## src/rtl/bus_master_if_pkg.sv

```systemverilog
// rtl/bus_master_if_pkg.sv - shared constants and state encoding for the bus master interface
package bus_master_if_pkg;

   localparam int BUS_SLAVE_ADDR_W = 30;
   localparam int WORD_DATA_W      = 32;

   localparam logic BUS_READ  = 1'b1;
   localparam logic BUS_WRITE = 1'b0;

   typedef enum logic [1:0] {
      BMI_IDLE   = 2'd0,
      BMI_REQ    = 2'd1,
      BMI_ACCESS = 2'd2,
      BMI_WAIT   = 2'd3
   } bmi_state_e;

endpackage

```

## src/rtl/bus_master_if.sv

```systemverilog
// rtl/bus_master_if.sv - initiator-side unit turning single core requests into shared-bus transfers
module bus_master_if
   import bus_master_if_pkg::*;
#(
   parameter int ADDR_W  = BUS_SLAVE_ADDR_W,
   parameter int DATA_W  = WORD_DATA_W,
   parameter int TIMEOUT = 256,
   parameter int TO_W    = 9
) (
   input  logic              clk,
   input  logic              rest,
   input  logic              cpu_req,
   input  logic [ADDR_W-1:0] cpu_addr,
   input  logic              cpu_rw,
   input  logic [DATA_W-1:0] cpu_wr_data,
   output logic [DATA_W-1:0] cpu_rd_data,
   output logic              cpu_busy,
   output logic              cpu_done,
   output logic              cpu_err,
   output logic              bus_req,
   input  logic              bus_grnt,
   output logic [ADDR_W-1:0] bus_addr,
   output logic              bus_as,
   output logic              bus_rw,
   output logic [DATA_W-1:0] bus_wr_data,
   input  logic              bus_rdy,
   input  logic [DATA_W-1:0] bus_rd_data
);

   bmi_state_e        state, state_nxt;
   logic [ADDR_W-1:0] lat_addr, lat_addr_nxt;
   logic              lat_rw, lat_rw_nxt;
   logic [DATA_W-1:0] lat_wr_data, lat_wr_data_nxt;
   logic [TO_W-1:0]   cnt, cnt_nxt;

   logic [DATA_W-1:0] cpu_rd_data_nxt;
   logic              cpu_busy_nxt, cpu_done_nxt, cpu_err_nxt;
   logic              bus_req_nxt, bus_as_nxt, bus_rw_nxt;
   logic [ADDR_W-1:0] bus_addr_nxt;
   logic [DATA_W-1:0] bus_wr_data_nxt;
   logic              to_hit;

   assign to_hit = (TIMEOUT != 0) && (cnt == TO_W'(TIMEOUT - 1));

   always_comb begin
      state_nxt       = state;
      lat_addr_nxt    = lat_addr;
      lat_rw_nxt      = lat_rw;
      lat_wr_data_nxt = lat_wr_data;
      cnt_nxt         = cnt;
      cpu_rd_data_nxt = cpu_rd_data;
      cpu_done_nxt    = 1'b0;
      cpu_err_nxt     = 1'b0;
      bus_req_nxt     = bus_req;
      bus_as_nxt      = bus_as;
      bus_rw_nxt      = bus_rw;
      bus_addr_nxt    = bus_addr;
      bus_wr_data_nxt = bus_wr_data;

      case (state)
         BMI_IDLE: begin
            if (cpu_req) begin
               lat_addr_nxt    = cpu_addr;
               lat_rw_nxt      = cpu_rw;
               lat_wr_data_nxt = cpu_wr_data;
               bus_req_nxt     = 1'b1;
               state_nxt       = BMI_REQ;
            end
         end
         BMI_REQ: begin
            if (bus_grnt) begin
               bus_as_nxt      = 1'b1;
               bus_addr_nxt    = lat_addr;
               bus_rw_nxt      = lat_rw;
               bus_wr_data_nxt = lat_wr_data;
               cnt_nxt         = '0;
               state_nxt       = BMI_ACCESS;
            end
         end
         BMI_ACCESS, BMI_WAIT: begin
            bus_as_nxt = 1'b0;
            cnt_nxt    = cnt + TO_W'(1);
            // rdy is checked first so a ready on the timeout edge still completes
            if (bus_rdy || !bus_grnt || to_hit) begin
               if (bus_rdy) begin
                  cpu_done_nxt = 1'b1;
                  if (lat_rw == BUS_READ)
                     cpu_rd_data_nxt = bus_rd_data;
               end else begin
                  cpu_err_nxt = 1'b1;
               end
               bus_req_nxt     = 1'b0;
               bus_addr_nxt    = '0;
               bus_rw_nxt      = BUS_WRITE;
               bus_wr_data_nxt = '0;
               state_nxt       = BMI_IDLE;
            end else begin
               state_nxt = BMI_WAIT;
            end
         end
         default: state_nxt = BMI_IDLE;
      endcase

      cpu_busy_nxt = (state_nxt != BMI_IDLE);
   end

   always_ff @(posedge clk) begin
      if (!rest) begin
         state       <= BMI_IDLE;
         lat_addr    <= '0;
         lat_rw      <= 1'b0;
         lat_wr_data <= '0;
         cnt         <= '0;
         cpu_rd_data <= '0;
         cpu_busy    <= 1'b0;
         cpu_done    <= 1'b0;
         cpu_err     <= 1'b0;
         bus_req     <= 1'b0;
         bus_as      <= 1'b0;
         bus_rw      <= 1'b0;
         bus_addr    <= '0;
         bus_wr_data <= '0;
      end else begin
         state       <= state_nxt;
         lat_addr    <= lat_addr_nxt;
         lat_rw      <= lat_rw_nxt;
         lat_wr_data <= lat_wr_data_nxt;
         cnt         <= cnt_nxt;
         cpu_rd_data <= cpu_rd_data_nxt;
         cpu_busy    <= cpu_busy_nxt;
         cpu_done    <= cpu_done_nxt;
         cpu_err     <= cpu_err_nxt;
         bus_req     <= bus_req_nxt;
         bus_as      <= bus_as_nxt;
         bus_rw      <= bus_rw_nxt;
         bus_addr    <= bus_addr_nxt;
         bus_wr_data <= bus_wr_data_nxt;
      end
   end

endmodule

```

## config.mk

```make
export PLATFORM = sky130hd
export DESIGN_NAME = bus_master_if
export DESIGN_NICKNAME = d
export VERILOG_FILES = /design/src/rtl/bus_master_if_pkg.sv /design/src/rtl/bus_master_if.sv
export SDC_FILE = /design/constraint.sdc
export NUM_CORES = 1
export LEC_CHECK = 0
export BUFFER_PORTS_ARGS = -buffer_cell sky130_fd_sc_hd__buf_2
export CELL_PAD_IN_SITES_DETAIL_PLACEMENT = 0
export CELL_PAD_IN_SITES_GLOBAL_PLACEMENT = 1
export CORE_ASPECT_RATIO = 1.5
export CORE_UTILIZATION = 35
export CTS_BUF_LIST = sky130_fd_sc_hd__clkbuf_4 sky130_fd_sc_hd__clkbuf_8 sky130_fd_sc_hd__clkbuf_16
export DETAILED_ROUTE_END_ITERATION = 10
export PLACE_DENSITY_LB_ADDON = 0.1
export SYNTH_ARGS = -nofsm -noshare
export SYNTH_HDL_FRONTEND = slang
export SYNTH_SLANG_ARGS = --single-unit
```

## constraint.sdc

```tcl
create_clock -name clk -period 3.8 [get_ports clk]
set_clock_uncertainty 0.15 [all_clocks]
set_input_delay 0.38 -clock clk [delete_from_list [all_inputs] [get_ports clk]]
set_output_delay 0.38 -clock clk [all_outputs]
set_load 0.05 [all_outputs]
```

==> flow_metrics.env, run 1 <==
export IMPL_worstMarginPinSlew_ps=1120
export IMPL_grt_first_pass_wirelength_mm=24.8
export IMPL_r2r_slack_ps=1490
export IMPL_synthArstFlopShare_pct=0
export IMPL_seq_area_frac_synth_pct=58.0
export IMPL_hold_path_depth=3
export IMPL_first_iter_violations=262
export IMPL_fp_dieH_um=162
export IMPL_portBuffers=199
export IMPL_h_tree_depth=4
export IMPL_dr_max_layer_used="met4"
export IMPL_synth_area_leader_cell="dfxtp_1"
export IMPL_path_max_fanout=34
export IMPL_power_density_nw_per_um2=546
export IMPL_finalSetupViolCount=0
export IMPL_wl_per_cell_um=14.9
export IMPL_fin_crit_sh_pct=60.9
export IMPL_dpl_hpwl_mm=9.98
export IMPL_synth_cell_types=37
export IMPL_grt_max_degree=80
export IMPL_synth_common_cells="nand2_1, dfxtp_1, a21oi_1"
export IMPL_whs_ps=36.5
export IMPL_period_minus_slack_ps=2310
export IMPL_post_route_cell_area_um2=7650
export IMPL_drive_gt1_share_pct=33.2
export IMPL_insertion_delay_ps=420
export IMPL_core_area_um2=16800
export IMPL_synth_net_count=734
export IMPL_met2_wirelength_mm=7.59
export IMPL_p_leak_uw=0.00334
export IMPL_synthTopCellsByArea="dfxtp_1, nand2_1, a21oi_1, a22o_1, a22o_2"
export IMPL_finalMaxSlewViolations=0
export IMPL_drc=0
export IMPL_route_vias_total=5051
export IMPL_cts_resized=0
export IMPL_holdCritStartpoint="bus_rd_data[29]"
export IMPL_pin_count=200
export IMPL_status="completed"
export IMPL_placed_cell_area_um2=7000
export IMPL_antenna_found_initial=0
export IMPL_synth_edf_count=0
export IMPL_max_clock_path_buffers=2
export IMPL_clk_pin_slew_ps=70
export IMPL_dieArea_um2=17700
export IMPL_fmax_mhz=432
export IMPL_fin_tns_setup_ps=0
export IMPL_hold_buffers=0
export IMPL_met1_length_mm=6.50
export IMPL_max_slew_margin_pct=25.4
export IMPL_placed_cells=1001
export IMPL_cp_end_kind="register"
export IMPL_drt_first_pass_iters=4
export IMPL_gp_congestion=0.726
export IMPL_post_cts_buffers=0
export IMPL_stdcell_count=1033
export IMPL_worstReg2RegStart="state[1]"
export IMPL_hold_end="cpu_rd_data[29]"
export IMPL_syn_area_um2=6000
export IMPL_arrival_ps=2510
export IMPL_grt_ovfl_total=0
export IMPL_yosysMostFrequentCell="nand2_1"
export IMPL_cts_tree="done"
export IMPL_ys_seq_elements=174
export IMPL_cp_required_ps=3990
export IMPL_die_w_um=109
export IMPL_rsz0062_at_grt="no"
export IMPL_postSynthAreaPerCell_um2=9.50
export IMPL_synthCells=632
export IMPL_grt_pass1_vias=5046
export IMPL_synth_top_flop_cell="dfxtp_1"
export IMPL_nFillCells=1655
export IMPL_rows=58
export IMPL_wl_met3_mm=1.13
export IMPL_peakVddDrop_mv=0.282
export IMPL_hp_class="in2reg"
export IMPL_worstSetupPathType="reg2reg"
export IMPL_wl_mm=15.4
export IMPL_cap_violations=0
export IMPL_nNetsFinal=912
export IMPL_track_usage_pct=18.2
export IMPL_cts_buffers=17
export IMPL_ant_nets=0
export IMPL_startpoint_type="register"
export IMPL_area_growth_pct=27.5
export IMPL_r2r_cells=4
export IMPL_synth_top_area_share_pct=58.0
export IMPL_cts_sinks=174
export IMPL_clock_root_buffer="clkbuf_16"
export IMPL_hold_violations=0
export IMPL_final_core_util_pct=45.6
export IMPL_rr_endpoint="lat_wr_data[0]"
export IMPL_diodes=0
export IMPL_start_util_pct=35.8
export IMPL_yosys_warnings=0
export IMPL_via_per_inst=4.89
[routing by layer]
metal  track usage [%]  vias to the layer above
li1                  -                     2510
met2              31.0                      150
met4              5.84                        0
met5                 0                        -
met1              20.8                     2377
met3              6.68                       14
[logic make-up after synthesis]
| logic type | after synthesis | synth area share (%) |
|---|---|---|
| flip-flops | 174 | 58.0 |
| AO/OA/AOI/OAI | 182 | 20.3 |
| multiplexers | 1 | 0.167 |
| AND/OR/NAND/NOR | 221 | 15.2 |
| buffers and inverters | 52 | 5.90 |
| adder cells (fa/ha/maj) | 2 | 0.417 |
[power by group]
group / internal (uW) / switching, uW / total [uW]
combinational: 112 / 229 / 342
clock: 1150 / 754 / 1910
sequential: 1890 / 38.8 / 1930
total: 3160 / 1020 / 4180
[layout by cell type (no fill, tap or decap), types with 4 or more instances in the layout]
| master | instances |
|---|---|
| buf_2 | 199 |
| nand2_1 | 194 |
| dfxtp_1 | 174 |
| a21oi_1 | 104 |
| a22o_1 | 39 |
| a22o_2 | 24 |
| clkbuf_16 | 17 |
| buf_4 | 7 |
| inv_6 | 5 |
| nand3_1 | 4 |
| o21ai_0 | 4 |
| bufinv_16 | 4 |
[through the flow]
stage	total power [uW]	setup slack [ps]
2_1_floorplan	2210	1870
3_3_place_gp	2310	1520
3_5_place_dp	2320	1450
4_1_cts	4240	1430
5_1_grt	4350	1220
6_report	4180	1490
[critical path, cell delays in order, from the launching register on]
cell     delay (ps)
dfxtp_1         720
or3b_2          780
buf_4           360
nand2_1          80
a21oi_1         140
[worst max path at each step]
stage                      endpoint     start
finish               lat_wr_data[0]  state[1]
global route        cpu_rd_data[28]  state[1]
CTS                 lat_wr_data[21]  state[1]
detailed placement  lat_wr_data[17]  state[1]
global placement        bus_addr[8]    cnt[0]
floorplan              bus_addr[10]    cnt[0]
[state kept, by name, summed over array words and instances, names as in the netlist]
name,count
bus_wr_data,32
cpu_rd_data,32
lat_wr_data,32
bus_addr,30
lat_addr,30
cnt,9
state,2
bus_as,1
bus_req,1
bus_rw,1
cpu_busy,1
cpu_done,1
cpu_err,1
lat_rw,1
[final cells by class]
cell class                 count  area (um2)  area share, %
sequential                   174        3480           45.5
multi-input combinational    406        2170           28.4
timing repair buffer         207        1070           14.0
clock buffer                  19         453           5.92
tap                          210         263           3.43
clock inverter                13         199           2.60
inverter                       4        16.3          0.213
Note: power is estimated with default switching activity, not from simulation.
==> inputs of run 2 (changes only) <==
--- a/config.mk
+++ b/config.mk
@@ -9,7 +9,7 @@
 export CELL_PAD_IN_SITES_DETAIL_PLACEMENT = 0
 export CELL_PAD_IN_SITES_GLOBAL_PLACEMENT = 1
 export CORE_ASPECT_RATIO = 1.5
-export CORE_UTILIZATION = 35
+export CORE_UTILIZATION = 33
 export CTS_BUF_LIST = sky130_fd_sc_hd__clkbuf_4 sky130_fd_sc_hd__clkbuf_8 sky130_fd_sc_hd__clkbuf_16
 export DETAILED_ROUTE_END_ITERATION = 10
 export PLACE_DENSITY_LB_ADDON = 0.1
==> constraint.sdc (replaced) <==
create_clock -name clk -period 2.1 [get_ports clk]
set_clock_uncertainty 0.15 [all_clocks]
set_input_delay 0.21 -clock clk [delete_from_list [all_inputs] [get_ports clk]]
set_output_delay 0.21 -clock clk [all_outputs]
set_load 0.05 [all_outputs]
==> run 2 against run 1 <==
  * The run now ends with DRC left
  * Clock power up 53%
  * First-iteration DRC count is 4.2% lower
  * Register-to-register slack got worse by 1400 ps
  * Die area is 6.0% higher
  * Setup slack lost 1400 ps
  * Power increased by 73%
  * Clock-buffer cell count up 1
  * Final cell count increased by 11%
  * Combinational power up 140%
  * Global-route usage down 0.68 points
  * Largest power group unchanged
  * Highest routed layer unchanged
==> flow_metrics.env, run 2 (synthesis gave the netlist of run 1 again) <==
export IMPL_status="finished, violations left"
export IMPL_violations="DRC"
export IMPL_gp_congestion=0.722
export IMPL_finalPower_uw=7230
export IMPL_max_clock_path_buffers=2
export IMPL_fp_dieH_um=167
export IMPL_cap_violations=0
export IMPL_cp_top_family="simple AND/OR/NAND/NOR gates"
export IMPL_fmax_mhz=509
export IMPL_hold_violations=0
export IMPL_drive_gt1_share_pct=30.8
export IMPL_r2r_slack_ps=130
export IMPL_mostFrequentLayoutCells="buf_2, nand2_1, dfxtp_1"
export IMPL_nNetsFinal=1020
export IMPL_insertion_delay_ps=410
export IMPL_rr_endpoint="bus_wr_data[17]"
export IMPL_peakVddDrop_mv=0.414
export IMPL_ant_nets=0
export IMPL_finalSetupViolCount=0
export IMPL_via_per_inst=4.70
export IMPL_cp_required_ps=2310
export IMPL_wl_per_cell_um=14.3
export IMPL_startpoint_type="register"
export IMPL_h_tree_depth=4
export IMPL_worstSetupEndpoint="bus_wr_data[17]"
export IMPL_stdcell_count=1149
export IMPL_finalMaxSlewViolations=0
export IMPL_crit_start="cnt[0]"
export IMPL_fin_tns_setup_ps=0
export IMPL_critical_path_buf_inv_count=2
export IMPL_dpl_hpwl_mm=10.1
export IMPL_whs_ps=48.7
export IMPL_path_cells="ha_1 > nand2_1 > nor3_2 > ha_2 > nand4bb_4 > a21oi_4 > buf_4 > buf_6 > a22o_2"
export IMPL_final_common_cell="buf_2"
export IMPL_placed_cells=1013
export IMPL_drt_first_pass_iters=8
export IMPL_slowest_stage="dfxtp_2"
export IMPL_route_vias_total=5395
export IMPL_track_usage_pct=17.5
export IMPL_cts_tree="done"
export IMPL_rows=60
export IMPL_grt_max_degree=65
export IMPL_cts_buffers=17
export IMPL_worstReg2RegStart="cnt[0]"
export IMPL_clk_pin_slew_ps=70
export IMPL_grt_first_pass_wirelength_mm=26.3
export IMPL_post_route_cell_area_um2=8730
export IMPL_area_growth_pct=45.4
export IMPL_cts_sinks=174
export IMPL_path_depth=9
export IMPL_worstMarginPinSlew_ps=752
export IMPL_antenna_found_initial=1
export IMPL_biggestRegsByFlops="bus_wr_data x32, cpu_rd_data x32, lat_wr_data x32"
export IMPL_pin_count=200
export IMPL_first_iter_violations=251
export IMPL_portBuffers=199
export IMPL_worstSetupPathType="reg2reg"
export IMPL_die_w_um=112
export IMPL_r2r_cells=9
export IMPL_cp_slowest_stage_delay_ps=330
export IMPL_fin_crit_sh_pct=93.6
export IMPL_core_area_um2=17900
export IMPL_p_leak_uw=0.00378
export IMPL_grt_ovfl_total=0
export IMPL_drc=11
export IMPL_hp_class="in2reg"
export IMPL_arrival_ps=2180
export IMPL_cp_end_kind="register"
export IMPL_rsz0062_at_grt="no"
export IMPL_clock_root_buffer="clkbuf_16"
export IMPL_max_slew_margin_pct=49.9
export IMPL_power_density_nw_per_um2=829
export IMPL_start_util_pct=33.6
export IMPL_grt_pass1_vias=5276
export IMPL_period_minus_slack_ps=1970
export IMPL_wl_mm=16.4
export IMPL_dieArea_um2=18700
export IMPL_placed_cell_area_um2=7110
export IMPL_path_max_fanout=10
## run 2: cell count changes in the layout (fill, tap and decap cells not counted), moves of 3 or more
| cell | previous run | this run |
|---|---|---|
| dlygate4sd3_1 | 0 | 98 |
| buf_12 | 1 | 6 |
| bufinv_16 | 4 | 0 |
| clkinv_2 | 1 | 5 |
| buf_4 | 7 | 10 |
| inv_6 | 5 | 2 |
## run 2: what timing repair did
| action | in CTS | in global routing |
|---|---|---|
| hold buffers | 98 | 0 |
| pin swaps | 1 | 2 |
| gates resized for setup | 0 | 5 |
| buffers inserted | 0 | 3 |
| gates cloned | 0 | 2 |
| endpoints found under the setup margin | 2 | 50 |
| hold endpoints to repair | 101 | 0 |
## run 2: layout make-up
cell class	instances	area, um2
antenna	1	2.50
timing repair buffer	315	2210
inverter	4	16.3
clock inverter	12	86.3
tap	217	272
fill	1757	9140
multi-input combinational	406	2190
clock buffer	20	467
sequential	174	3490
## run 2: how the worst min path moves through the flow
stage / startpoint / endpoint / depth (start not counted)
after floorplan: bus_rdy / cpu_err / 1
after global placement: cpu_rd_data[5] / cpu_rd_data[5] / 2
after detailed placement: cpu_rd_data[27] / cpu_rd_data[27] / 2
after CTS: bus_grnt / bus_as / 3
after global routing: bus_grnt / state[0] / 3
final: bus_grnt / state[0] / 3
## run 2: routing by layer
layer	vias to the layer above	track usage (%)	part of all wire, %
li1	2730	-	-
met1	2514	20.7	44
met2	147	30.3	50
met3	4	4.81	5.1
met4	0	6.20	0.63
met5	-	0	0
## run 2: worst reg2reg max path, stage by stage (launching register included)
cell	delay (ps)
dfxtp_2	330
ha_1	200
nand2_1	110
nor3_2	50
ha_2	170
nand4bb_4	250
a21oi_4	200
buf_4	150
buf_6	160
a22o_2	140
## run 2: per-stage QoR
| step | utilization, % | setup slack [ps] |
|---|---|---|
| finish | 48.8 | 134 |
| global route | 48.8 | 11.3 |
| CTS | 48.4 | 18.6 |
| detailed placement | 39.8 | 18.0 |
| global placement | 39.8 | 41.1 |
| floorplan | - | 172 |
## run 2: report_power, final
group	switching (uW)	leakage (uW)	internal, uW
Clock	1310	0.000269	1610
Combinational	455	0.00210	364
Sequential	69.7	0.00141	3420
